### src/rtl/gpu_pkg.sv
// Shared GPU definitions: framebuffer geometry, slot-owner encoding and the
// default write-starvation limit used by the framebuffer port arbiter.
package gpu_pkg;

  localparam int unsigned FB_ADDR_W            = 16;  // {row[7:0], col[7:0]}
  localparam int unsigned FB_DATA_W            = 8;   // RRGGBB in [5:0]
  localparam int unsigned STARVE_LIMIT_DEFAULT = 64;

  // Who owns the single RAM port in a given cycle.
  typedef enum logic [1:0] {
    OWN_NONE   = 2'd0,
    OWN_VGA    = 2'd1,
    OWN_DRAIN  = 2'd2,
    OWN_CPU_RD = 2'd3
  } owner_e;

endpackage

### src/rtl/fb_wbuf.sv
// Single-entry posted write buffer for the CPU draw port.
// Ports:
//   clk, rst             clock, synchronous active-high reset
//   push, push_addr/data load an entry (wins over pop when both are set)
//   pop                  entry is written to RAM this cycle
//   full                 buffer holds an entry
//   buf_addr, buf_data   buffered entry
module fb_wbuf
  import gpu_pkg::*;
#(
  parameter int unsigned ADDR_W = FB_ADDR_W,
  parameter int unsigned DATA_W = FB_DATA_W
) (
  input  logic              clk,
  input  logic              rst,
  input  logic              push,
  input  logic [ADDR_W-1:0] push_addr,
  input  logic [DATA_W-1:0] push_data,
  input  logic              pop,
  output logic              full,
  output logic [ADDR_W-1:0] buf_addr,
  output logic [DATA_W-1:0] buf_data
);

  logic              full_q;
  logic [ADDR_W-1:0] addr_q;
  logic [DATA_W-1:0] data_q;

  // A push in the same cycle as a pop refills the entry, so full stays set.
  always_ff @(posedge clk) begin
    if (rst) begin
      full_q <= 1'b0;
      addr_q <= '0;
      data_q <= '0;
    end else if (push) begin
      full_q <= 1'b1;
      addr_q <= push_addr;
      data_q <= push_data;
    end else if (pop) begin
      full_q <= 1'b0;
    end
  end

  assign full     = full_q;
  assign buf_addr = addr_q;
  assign buf_data = data_q;

endmodule

### src/rtl/fb_port_arbiter.sv
// Framebuffer port arbiter: shares one synchronous-read RAM port between the
// VGA scan-out (absolute priority) and the CPU/GPU draw port (valid/ready).
// CPU writes are posted through fb_wbuf; CPU reads return 2 cycles after the
// handshake with cpu_rvalid.
// Ports:
//   clk, rst                        clock, synchronous active-high reset
//   vga_req, vga_addr, vga_data     scan-out read; vga_data valid 2 cycles later
//   cpu_valid/we/addr/wdata/ready   draw-port request handshake
//   cpu_rdata, cpu_rvalid           draw-port read return
//   mem_en/we/addr/wdata, mem_rdata RAM port
// Optional feature: define STARVE_GUARD_EN to force a drain after a posted
// write has been blocked by vga_req for STARVE_LIMIT cycles.
module fb_port_arbiter
  import gpu_pkg::*;
#(
  parameter int unsigned ADDR_W       = FB_ADDR_W,
  parameter int unsigned DATA_W       = FB_DATA_W,
  parameter int unsigned STARVE_LIMIT = STARVE_LIMIT_DEFAULT
) (
  input  logic              clk,
  input  logic              rst,
  input  logic              vga_req,
  input  logic [ADDR_W-1:0] vga_addr,
  output logic [DATA_W-1:0] vga_data,
  input  logic              cpu_valid,
  input  logic              cpu_we,
  input  logic [ADDR_W-1:0] cpu_addr,
  input  logic [DATA_W-1:0] cpu_wdata,
  output logic              cpu_ready,
  output logic [DATA_W-1:0] cpu_rdata,
  output logic              cpu_rvalid,
  output logic              mem_en,
  output logic              mem_we,
  output logic [ADDR_W-1:0] mem_addr,
  output logic [DATA_W-1:0] mem_wdata,
  input  logic [DATA_W-1:0] mem_rdata
);

  owner_e            owner, owner_q;
  logic              full, drain_now, force_drain;
  logic              rd_pending, rd_ready, rd_hs, wr_hs;
  logic [ADDR_W-1:0] buf_addr, addr_hold_q;
  logic [DATA_W-1:0] buf_data, wdata_hold_q;
  logic [DATA_W-1:0] vga_data_q, cpu_rdata_q;
  logic              cpu_rvalid_q;

`ifdef STARVE_GUARD_EN
  localparam int unsigned CNT_W = $clog2(STARVE_LIMIT + 1);
  logic [CNT_W-1:0] starve_q;

  assign force_drain = full && vga_req && (starve_q == CNT_W'(STARVE_LIMIT));

  // Counts cycles a buffered write is held off by scan-out.
  always_ff @(posedge clk) begin
    if (rst) begin
      starve_q <= '0;
    end else if (owner == OWN_DRAIN) begin
      starve_q <= '0;
    end else if (full && vga_req) begin
      starve_q <= starve_q + 1'b1;
    end
  end
`else
  logic [31:0] starve_limit_unused;
  assign starve_limit_unused = 32'(STARVE_LIMIT);
  assign force_drain = 1'b0;
`endif

  // The single read slot is held for the cycle after a CPU read handshake.
  assign rd_pending = (owner_q == OWN_CPU_RD);
  assign drain_now  = full && (force_drain || !vga_req);
  // Reads wait for an empty buffer, which gives read-after-write coherence.
  assign rd_ready   = !vga_req && !full && !rd_pending;
  assign cpu_ready  = cpu_we ? (!full || drain_now) : rd_ready;
  assign rd_hs      = cpu_valid && !cpu_we && rd_ready;
  assign wr_hs      = cpu_valid && cpu_we && cpu_ready;

  always_comb begin
    owner = OWN_NONE;
    if (force_drain)  owner = OWN_DRAIN;
    else if (vga_req) owner = OWN_VGA;
    else if (full)    owner = OWN_DRAIN;
    else if (rd_hs)   owner = OWN_CPU_RD;
  end

  fb_wbuf #(
    .ADDR_W (ADDR_W),
    .DATA_W (DATA_W)
  ) u_wbuf (
    .clk       (clk),
    .rst       (rst),
    .push      (wr_hs),
    .push_addr (cpu_addr),
    .push_data (cpu_wdata),
    .pop       (owner == OWN_DRAIN),
    .full      (full),
    .buf_addr  (buf_addr),
    .buf_data  (buf_data)
  );

  // Idle slots keep address/data stable to avoid needless RAM pin toggling.
  always_comb begin
    mem_en    = 1'b0;
    mem_we    = 1'b0;
    mem_addr  = addr_hold_q;
    mem_wdata = wdata_hold_q;
    unique case (owner)
      OWN_VGA: begin
        mem_en   = 1'b1;
        mem_addr = vga_addr;
      end
      OWN_DRAIN: begin
        mem_en    = 1'b1;
        mem_we    = 1'b1;
        mem_addr  = buf_addr;
        mem_wdata = buf_data;
      end
      OWN_CPU_RD: begin
        mem_en   = 1'b1;
        mem_addr = cpu_addr;
      end
      default: ;
    endcase
  end

  always_ff @(posedge clk) begin
    if (rst) begin
      owner_q      <= OWN_NONE;
      addr_hold_q  <= '0;
      wdata_hold_q <= '0;
      vga_data_q   <= '0;
      cpu_rdata_q  <= '0;
      cpu_rvalid_q <= 1'b0;
    end else begin
      owner_q      <= owner;
      cpu_rvalid_q <= (owner_q == OWN_CPU_RD);
      if (mem_en) addr_hold_q  <= mem_addr;
      if (mem_we) wdata_hold_q <= mem_wdata;
      if (owner_q == OWN_VGA)    vga_data_q  <= mem_rdata;
      if (owner_q == OWN_CPU_RD) cpu_rdata_q <= mem_rdata;
    end
  end

  assign vga_data   = vga_data_q;
  assign cpu_rdata  = cpu_rdata_q;
  assign cpu_rvalid = cpu_rvalid_q;

endmodule

### config.mk
export PLATFORM = sky130hd
export DESIGN_NAME = fb_port_arbiter
export DESIGN_NICKNAME = d
export VERILOG_FILES = /design/src/rtl/gpu_pkg.sv /design/src/rtl/fb_wbuf.sv /design/src/rtl/fb_port_arbiter.sv
export SDC_FILE = /design/constraint.sdc
export NUM_CORES = 1
export LEC_CHECK = 0
export ABC_AREA = 1
export CORE_AREA = 5 5 88 90
export DETAILED_ROUTE_END_ITERATION = 10
export DIE_AREA = 0 0 93 95
export MAX_ROUTING_LAYER = met4
export PLACE_DENSITY = 0.85
export SLEW_MARGIN = 20
export SYNTH_ARGS = -nofsm -noshare
export SYNTH_HDL_FRONTEND = slang
export SYNTH_HIERARCHICAL = 1
export SYNTH_SLANG_ARGS = --single-unit
### constraint.sdc
create_clock -name clk -period 2 [get_ports clk]
set_clock_uncertainty 0.05 [all_clocks]
set_input_delay 0.2 -clock clk [delete_from_list [all_inputs] [get_ports clk]]
set_output_delay 0.2 -clock clk [all_outputs]
set_load 0.02 [all_outputs]
# ---- Yosys cells after proc, flatten, opt, wreduce, memory -nomap -nowiden
# Cells that the tools add are included.
# W data, S select, Z words.
dict set report word_totals {
  register_bits 68
  elab_cells 38
}
dict set report op_classes {
  reduce_logical 14
  muxes 10
  eq_ne 5
}
# op n
set ops {}
lappend ops {{$pmux W16 S3} 1}
lappend ops {{$mux W8} 1}
lappend ops {{$logic_and A1 B1 Y1} 7}
lappend ops {{$eq A2 B2 Y1 const B} 3}
lappend ops {{$mux W2} 3}
lappend ops {{$mux W1} 5}
lappend ops {{$eq A2 B1 Y1 const B} 2}
lappend ops {{$logic_not A1 Y1} 4}
lappend ops {{$reduce_or A3 Y1} 1}
lappend ops {{$reduce_bool A2 Y1} 1}
lappend ops {{$logic_or A1 B1 Y1} 1}

# ---- Longest topological paths before layout
# Gate-level depths: netlist (run 1).
dict set report logic_depth {
  word_depth 10
  mapped_depth 9
  mapped_depth_nobuf 7
}

# ---- Hierarchy
# The synthesis (run 1) kept the hierarchy.
# mod instances seq_area_each_um2 cells_each area_per_inst_um2
set by_module_without_submodules {}
lappend by_module_without_submodules {fb_port_arbiter 1 860.8 337 2197.1}
lappend by_module_without_submodules {fb_wbuf 1 500.5 108 868.3}

# ---- Least setup slack after synthesis (run 1)
# No wires, ideal clock.
dict set report synth_timing {
  kind {reg2reg}
  startpoint {register u_wbuf.full_q, in the netlist u_wbuf/full}
  endpoint {register u_wbuf.addr_q[10], in the netlist u_wbuf/buf_addr[10]}
  path_stages_with_launch 10
  path_slack_ns 0.410
  synth_period_minus_slack_ns 1.590
  required_time_ns 1.834
  n_path_buf 3
  arrival_time_ns 1.424
  cell_sequence {dfxtp_1 buf_4 buf_2 inv_1 o21ai_0 nor2_1 inv_2 buf_6 nor2_1 nor2_1}
}
dict set report synth_via {
  elab_chain_len 5
}
# item line_no
set synth_lines {}
lappend synth_lines {{start, declared} fb_wbuf.sv:25} ;# logic full_q;
lappend synth_lines {{start signal, assigned} fb_wbuf.sv:32} ;# full_q <= 1'b0;
lappend synth_lines {{start signal, assigned} fb_wbuf.sv:36} ;# full_q <= 1'b1;
lappend synth_lines {{start signal, assigned} fb_wbuf.sv:40} ;# full_q <= 1'b0;
lappend synth_lines {{$logic_not A1 Y1} {fb_port_arbiter.sv:73, fb_port_arbiter.sv:74}}
lappend synth_lines {{$logic_and A1 B1 Y1 (2 in series)} fb_port_arbiter.sv:73} ;# assign rd_ready = !vga_req && !full && !rd_pending;
lappend synth_lines {{$mux W1 *} fb_port_arbiter.sv:74} ;# assign cpu_ready = cpu_we ? (!full || drain_now) : rd_ready;
lappend synth_lines {{$logic_and A1 B1 Y1 *} fb_port_arbiter.sv:76} ;# assign wr_hs = cpu_valid && cpu_we && cpu_ready;
lappend synth_lines {{named net wr_hs} fb_port_arbiter.sv:41} ;# logic rd_pending, rd_ready, rd_hs, wr_hs;
lappend synth_lines {{end signal, assigned} fb_wbuf.sv:37} ;# addr_q <= push_addr;
lappend synth_lines {{end, declared} fb_wbuf.sv:26} ;# logic [ADDR_W-1:0] addr_q;
# Mark *: on every way through the listed nets, which the timed path passes. The rest lies on a longest branch.
# A chain may end at the register's enable or synchronous reset.

# ---- Worst setup path after layout (run 1)
dict set report layout_timing {
  startpoint {input port vga_req}
  endpoint {output port cpu_ready}
}
dict set report layout_via {
  elab_chain_len 4
}
# item line_no
set layout_lines {}
lappend layout_lines {{start, declared} fb_port_arbiter.sv:22} ;# input logic vga_req,
lappend layout_lines {{$logic_not A1 Y1 *} {fb_port_arbiter.sv:71, fb_port_arbiter.sv:73}}
lappend layout_lines {{$logic_and A1 B1 Y1, on equally long branches} {fb_port_arbiter.sv:73, fb_port_arbiter.sv:71}}
lappend layout_lines {{$logic_and A1 B1 Y1 / $logic_or A1 B1 Y1 (equally long branches)} {fb_port_arbiter.sv:73, fb_port_arbiter.sv:74}}
lappend layout_lines {{$mux W1 *} fb_port_arbiter.sv:74}
lappend layout_lines {{end, declared} fb_port_arbiter.sv:29} ;# output logic cpu_ready,
# Every way passes the cells marked *; elsewhere a longest branch is shown, timed or not.

==> metrics.md, run 1 <==
| Metric | Value |
|---|---|
| Gr usage total | `0.198` |
| CTS buffer count | `9` |
| Vias after detailed routing | `3150` |
| Antenna cells | `0` |
| Vert. Die Dim | `95 um` |
| # DRC | `0` |
| IO Pins | `97` |
| Root buffer cell | `clkbuf_8` |
| Crit-path slowest cell | `clkdlybuf4s50_1` |
| Hold Path Depth | `3` |
| Post-synthesis sequential area ratio | `0.444` |
| Initial Util | `0.439` |
| Worst-margin pin slew | `0.573 ns` |
| Fin cells | `656` |
| Longest Clk Path Bufs | `2` |
| Starting DRC count in detailed routing | `134` |
| Rows | `31` |
| Post-synthesis cell count | `445` |
| Core Area | `6980 um2` |
| Critical Path AT | `1.67 ns` |
| Vias in the first global route | `3027` |
| Global-route wire length before repair | `13.5 mm` |
| Die width | `93 um` |
| Final setup violation count | `0` |
| Port bufs | `96` |
| Final Hold Viols | `0` |
| Nets | `624` |
| Worst hold slack | `0.369 ns` |
| Fmax | `521 MHz` |
| Detailed Place HPWL | `6.06 mm` |
| Synth-to-Final Area Change | `45.3%` |
| Sink Count | `68` |
| Placed cells | `640` |
| Cell area power density | `722 nW/um2` |
| CTS tree | `built` |
| CTS clk-pin slew, worst paths | `0.07 ns` |
| WP data required | `1.75 ns` |
| VDD IR max | `0.435 mV` |
| Largest net degree at the start of global routing | `45` |
| Setup slack, reg-to-reg | `0.29 ns` |
| CP top delay family | `buffers and inverters` |
| Slew Limit Fails | `0` |
| Synth warn | `6` |
| Pwr Total | `0.00322 W` |
| Worst Setup End Kind | `primary output` |
| Die area | `8840 um2` |
| Share of post-route cells with drive strength above 1 | `0.178` |
| Post-synthesis register bit count | `68` |
| Slew Limit Headroom | `0.618` |
| Max-cap violations | `0` |
| Drt pass-1 iters | `5` |
| Worst hold path class | `input port to flop` |
| Routed WL | `8.23 mm` |
| Critical path class | `input port to primary output` |
| CP Depth | `7` |
| FILL cells | `645` |
| Worst path bufs/invs | `5` |
| Cells on worst reg2reg path | `8` |
| Post-layout util | `0.638` |
| Status | `finished clean` |
| CTS HTree Levels | `3` |
| Worst setup SP type | `input port` |
| GPL Wtd Cong | `0.863` |
| Initial antenna violation count | `0` |
| Critical-path cell list | `clkdlybuf4s50_1 -> buf_6 -> inv_4 -> buf_12 -> o21ai_1 -> nand2_1 -> dlygate4sd2_1` |
| Syn Nets | `498` |
| Post-synthesis cell type count | `26` |
| Worst-Skew Late Latency | `0.33 ns` |
| Total gr overflow | `0` |
| Worst path max stage delay | `0.47 ns` |
| # hold bufs at CTS | `0` |
| Final period utilization | `0.960` |
| Wire per inst | `12.5 um` |
| CP max FO | `14` |
| Post-route ant nets | `0` |
| Minimum clock period | `1.92 ns` |
| P_leak | `2.18 nW` |
| Vias per inst | `4.80` |
| Post-synthesis area per instance | `6.89 um2` |
| Unrepaired setup endpoints after global routing | `no` |
| Synthesized area | `3070 um2` |
==> flip-flops by register name (all words and copies together), names as in the netlist <==
name             count
u_wbuf/buf_addr     16
vga_data             8
owner_q              2
u_wbuf/full          1
addr_hold_q         16
wdata_hold_q         8
u_wbuf/buf_data      8
cpu_rvalid           1
cpu_rdata            8
==> through the flow <==
step	setup slack, ns	TNS (ns)	area (um2)
CTS	0.00259	0	4520
finish	0.0802	0	4460
global placement	-0.303	-8.65	4320
floorplan	0.410	0	3070
detailed placement	-0.384	-9.95	4320
global route	0.00763	0	4460
==> worst register-to-register path, stage by stage, from the launching register on <==
cell and delay [ns]:
dfxtp_4 0.41, buf_4 0.17, inv_1 0.05, o21ai_1 0.22, buf_4 0.16, nor2_2 0.04, buf_4 0.17, o21ai_0 0.24
nor2_1 0.08
==> placed cells by master, fill, tap and decap left out, types with 2 or more instances in the layout <==
cell type	instances
buf_4	33
buf_2	2
o21ai_1	3
clkbuf_2	21
buf_12	5
clkbuf_8	11
a21oi_1	18
nand2_4	2
o21ai_0	29
nor2_1	93
or2_1	6
dfxtp_1	67
nand2_1	83
nand4_1	16
nand3_1	17
inv_2	2
or2_0	2
clkdlybuf4s50_1	68
inv_1	63
nor2_2	14
inv_4	2
dlygate4sd2_1	4
buf_6	2
==> logic make-up (layout without fill, tap and decap cells) <==
group / after synthesis / after routing / share of synthesized area
DFF: 68 / 68 / 0.444
and+or+nand+nor: 236 / 236 / 0.336
buffers and inverters: 88 / 217 / 0.129
AOI/OAI and AO/OA: 53 / 53 / 0.0910
==> what timing repair did <==
action / CTS / global route
buffers inserted: 2 / 0
endpoints found under the setup margin: 27 / 25
pin swaps: 1 / 0
resized for setup: 39 / 48
==> area by class of cell <==
cell class / count / area, um2 / area share
clock buffers: 12 / 155 / 0.0348
clock inverters: 2 / 35.0 / 0.00786
inverters: 67 / 256 / 0.0576
multi-input cells: 289 / 1330 / 0.299
flip-flops and latches: 68 / 1370 / 0.306
well taps: 82 / 103 / 0.0230
repair buffers: 136 / 1210 / 0.272
==> path summary, 6_finish.rpt <==
kind                                  start                 end
worst max register to register  u_wbuf/full  u_wbuf/buf_data[2]
worst max-delay path                vga_req           cpu_ready
worst min register to register  vga_data[7]         vga_data[7]
worst min-delay path                    rst      addr_hold_q[9]
==> layer usage <==
metal	up-vias	part of all wire	track usage
li1	1620	-	-
met1	1417	0.44	0.222
met2	101	0.49	0.346
met3	12	0.058	0.0446
met4	0	0.014	0.0708
met5	-	0	-
==> power breakdown <==
group          switching, W  total (W)  internal [W]
Sequential        0.0000337    0.00146       0.00143
Clock              0.000463    0.00109      0.000629
Combinational      0.000351   0.000662      0.000311
==> synth_stat cells <==
library cell / number / area share
nor2_4: 1 / 0.0037
nor2_8: 1 / 0.0065
inv_4: 2 / 0.0041
nor2_2: 7 / 0.014
o21ai_0: 32 / 0.052
o21ai_4: 1 / 0.0053
nand3_2: 1 / 0.0033
nand3_1: 17 / 0.028
or2_1: 6 / 0.012
clkbuf_2: 2 / 0.0033
buf_6: 5 / 0.018
a211oi_1: 1 / 0.0024
clkbuf_1: 6 / 0.0073
nor2_1: 100 / 0.12
o21ai_1: 1 / 0.0016
nand2_4: 2 / 0.0073
inv_2: 2 / 0.0024
inv_1: 63 / 0.077
buf_2: 4 / 0.0065
a21oi_1: 18 / 0.029
buf_4: 2 / 0.0049
dfxtp_1: 68 / 0.44
or2_0: 2 / 0.0041
nand2_1: 83 / 0.10
nand4_1: 16 / 0.033
clkbuf_4: 2 / 0.0049
(Power assumes the default switching activity.)
==> inputs of run 2 (changes only) <==
PLACE_DENSITY = 0.89   (was 0.85)
==> run 2 against run 1 <==
  * Global-route usage is 1.1 points higher
  * Critical path depth is the same
  * Final area shrank 0.11%
  * Fmax is 0.71% lower
  * Critical path type unchanged
==> metrics.md, run 2 (synthesized netlist as in run 1, its figures left out) <==
| Metric | Value |
|---|---|
| Fin worst setup slack | `0.0665 ns (was 0.0802 ns)` |
| Minimum clock period | `1.93 ns (was 1.92 ns)` |
| Fmax | `517 MHz (was 521 MHz)` |
| Global-route wire length before repair | `14.2 mm (was 13.5 mm)` |
| Most frequent cells in the layout | `nor2_1 (91), nand2_1 (83), clkdlybuf4s50_1 (68) (was nor2_1 (93), nand2_1 (83), clkdlybuf4s50_1 (68))` |
| CP max FO | `9 (was 14)` |
| Final period utilization | `0.967 (was 0.960)` |
| CTS HTree Levels | `3 (unchanged)` |
| Net switching fraction of the power | `0.287 (was 0.264)` |
| Placed cells | `637 (was 640)` |
| Sink Count | `68 (unchanged)` |
| Core Area | `6980 um2 (unchanged)` |
| Gr usage total | `0.208 (was 0.198)` |
| Final Hold Viols | `0 (unchanged)` |
| Antenna cells | `0 (unchanged)` |
| Pre-CTS setup slack | `-0.261 ns (was -0.384 ns)` |
| Post-CTS Setup Repair Bufs | `0 (was 2)` |
| Critical path class | `input port to primary output (unchanged)` |
| Nets | `619 (was 624)` |
| Sequential power share | `0.450 (was 0.455)` |
| Initial Util | `0.439 (unchanged)` |
| Longest Clk Path Bufs | `2 (unchanged)` |
| Die area | `8840 um2 (unchanged)` |
| Synth-to-Final Area Change | `45.2% (was 45.3%)` |
| Rows | `31 (unchanged)` |
| Cells on worst reg2reg path | `9 (was 8)` |
| Routed WL | `8.63 mm (was 8.23 mm)` |
| Vias after detailed routing | `3160 (was 3150)` |
| Slew Limit Headroom | `0.556 (was 0.618)` |
| Clock Power Share | `0.346 (was 0.339)` |
| Root buffer cell | `clkbuf_8 (unchanged)` |
| Slew Limit Fails | `0 (unchanged)` |
| WP data required | `1.75 ns (about the same)` |
| Final setup violation count | `0 (unchanged)` |
| Vert. Die Dim | `95 um (unchanged)` |
| Critical Path AT | `1.68 ns (was 1.67 ns)` |
| Port bufs | `96 (unchanged)` |
| CTS tree | `built (unchanged)` |
| Starting DRC count in detailed routing | `169 (was 134)` |
| Unrepaired setup endpoints after global routing | `no (unchanged)` |
| Drt pass-1 iters | `4 (was 5)` |
| CTS buffer count | `9 (unchanged)` |
| Worst hold slack | `0.242 ns (was 0.369 ns)` |
| Detailed Place HPWL | `6.31 mm (was 6.06 mm)` |
| IO Pins | `97 (unchanged)` |
| Hold Path Depth | `2 (was 3)` |
| P_leak | `2.16 nW (was 2.18 nW)` |
| Combinational share of power | `0.204 (was 0.206)` |
| Worst-Skew Late Latency | `0.34 ns (was 0.33 ns)` |
| GPL Wtd Cong | `0.849 (was 0.863)` |
| Vias in the first global route | `3179 (was 3027)` |
| Worst setup SP type | `input port (unchanged)` |
| Share of post-route cells with drive strength above 1 | `0.180 (was 0.178)` |
| Wire per inst | `13.2 um (was 12.5 um)` |
| Seq. cell area | `1360 um2 (was 1370 um2)` |
| Worst-margin pin slew | `0.665 ns (was 0.573 ns)` |
| Fin cells | `653 (was 656)` |
| VDD IR max | `0.457 mV (was 0.435 mV)` |
| Cell area power density | `731 nW/um2 (was 722 nW/um2)` |
| CTS clk-pin slew, worst paths | `0.07 ns (about the same)` |
| Largest net degree at the start of global routing | `26 (was 45)` |
| Worst hold path class | `input port to flop (unchanged)` |
| Status | `finished clean (unchanged)` |
| FILL cells | `640 (was 645)` |
| Worst Setup End Kind | `primary output (unchanged)` |
| Multi-input logic area | `1330 um2 (about the same)` |
| Vias per inst | `4.84 (was 4.80)` |
| # DRC | `0 (unchanged)` |
| Die width | `93 um (unchanged)` |
| Pint | `0.00232 W (was 0.00237 W)` |
| Commonest non-fill, non-tap cell in the layout | `nor2_1 (unchanged)` |
| Initial antenna violation count | `0 (unchanged)` |
| Max-cap violations | `0 (unchanged)` |
| Total gr overflow | `0 (unchanged)` |
| Post-route ant nets | `0 (unchanged)` |
| NetSw | `0.000935 W (was 0.000848 W)` |
## run 2: stage by stage
stage / total power, W / utilization / instance area (um2) / TNS (ns)
2_1_floorplan: 0.00183 / - / 3070 / 0
3_3_place_gp: 0.00218 / 0.623 / 4350 / -6.20
3_5_place_dp: 0.00220 / 0.623 / 4350 / -8.43
4_1_cts: 0.00329 / 0.651 / 4540 / 0
5_1_grt: 0.00340 / 0.637 / 4450 / 0
6_report: 0.00326 / 0.637 / 4450 / 0
## run 2: layer usage
| layer | routed length, um | GRT usage | share of wire | up-vias |
|---|---|---|---|---|
| met4 | 166 | 0.0842 | 0.019 | 0 |
| li1 | - | - | - | 1611 |
| met3 | 460 | 0.0343 | 0.053 | 16 |
| met5 | 0 | - | 0 | - |
| met2 | 4400 | 0.367 | 0.51 | 103 |
| met1 | 3600 | 0.236 | 0.42 | 1430 |
## run 2: power by group through the flow
stage | Clock, W | Sequential [W] | Combinational [W]
after floorplan | 0 | 0.00150 | 0.000329
after global placement | 0 | 0.00149 | 0.000686
after detailed placement | 0 | 0.00150 | 0.000702
after CTS | 0.00115 | 0.00146 | 0.000680
after global routing | 0.00120 | 0.00147 | 0.000730
final | 0.00113 | 0.00146 | 0.000666
## run 2: repair_timing
action / 4_1_cts / 5_1_grt
endpoints found under the setup margin: 27 / 24
gates resized for setup: 46 / 46
hold buffers: 0 / 0
## run 2: worst max-delay path, stage by stage
cell and delay [ns]:
clkdlybuf4s50_1 0.48, buf_6 0.15, inv_4 0.09, buf_4 0.14, o21ai_1 0.19, nand2_1 0.10, dlygate4sd2_1 0.33
## run 2: layout make-up
type,instances,area share
repair buffers,131,0.269
flip-flops and latches,68,0.306
well taps,82,0.0231
clock buffers,9,0.0278
clock inverters,7,0.0169
multi-input cells,289,0.299
inverters,67,0.0576
## run 2: final timing paths
path | endpoint | start | slack [ns]
worst max-delay path | cpu_ready | vga_req | 0.07
worst min-delay path | wdata_hold_q[6] | rst | 0.24
worst max register to register | u_wbuf/buf_addr[10] | u_wbuf/full | 0.41
worst min register to register | cpu_rdata[2] | cpu_rdata[2] | 0.42
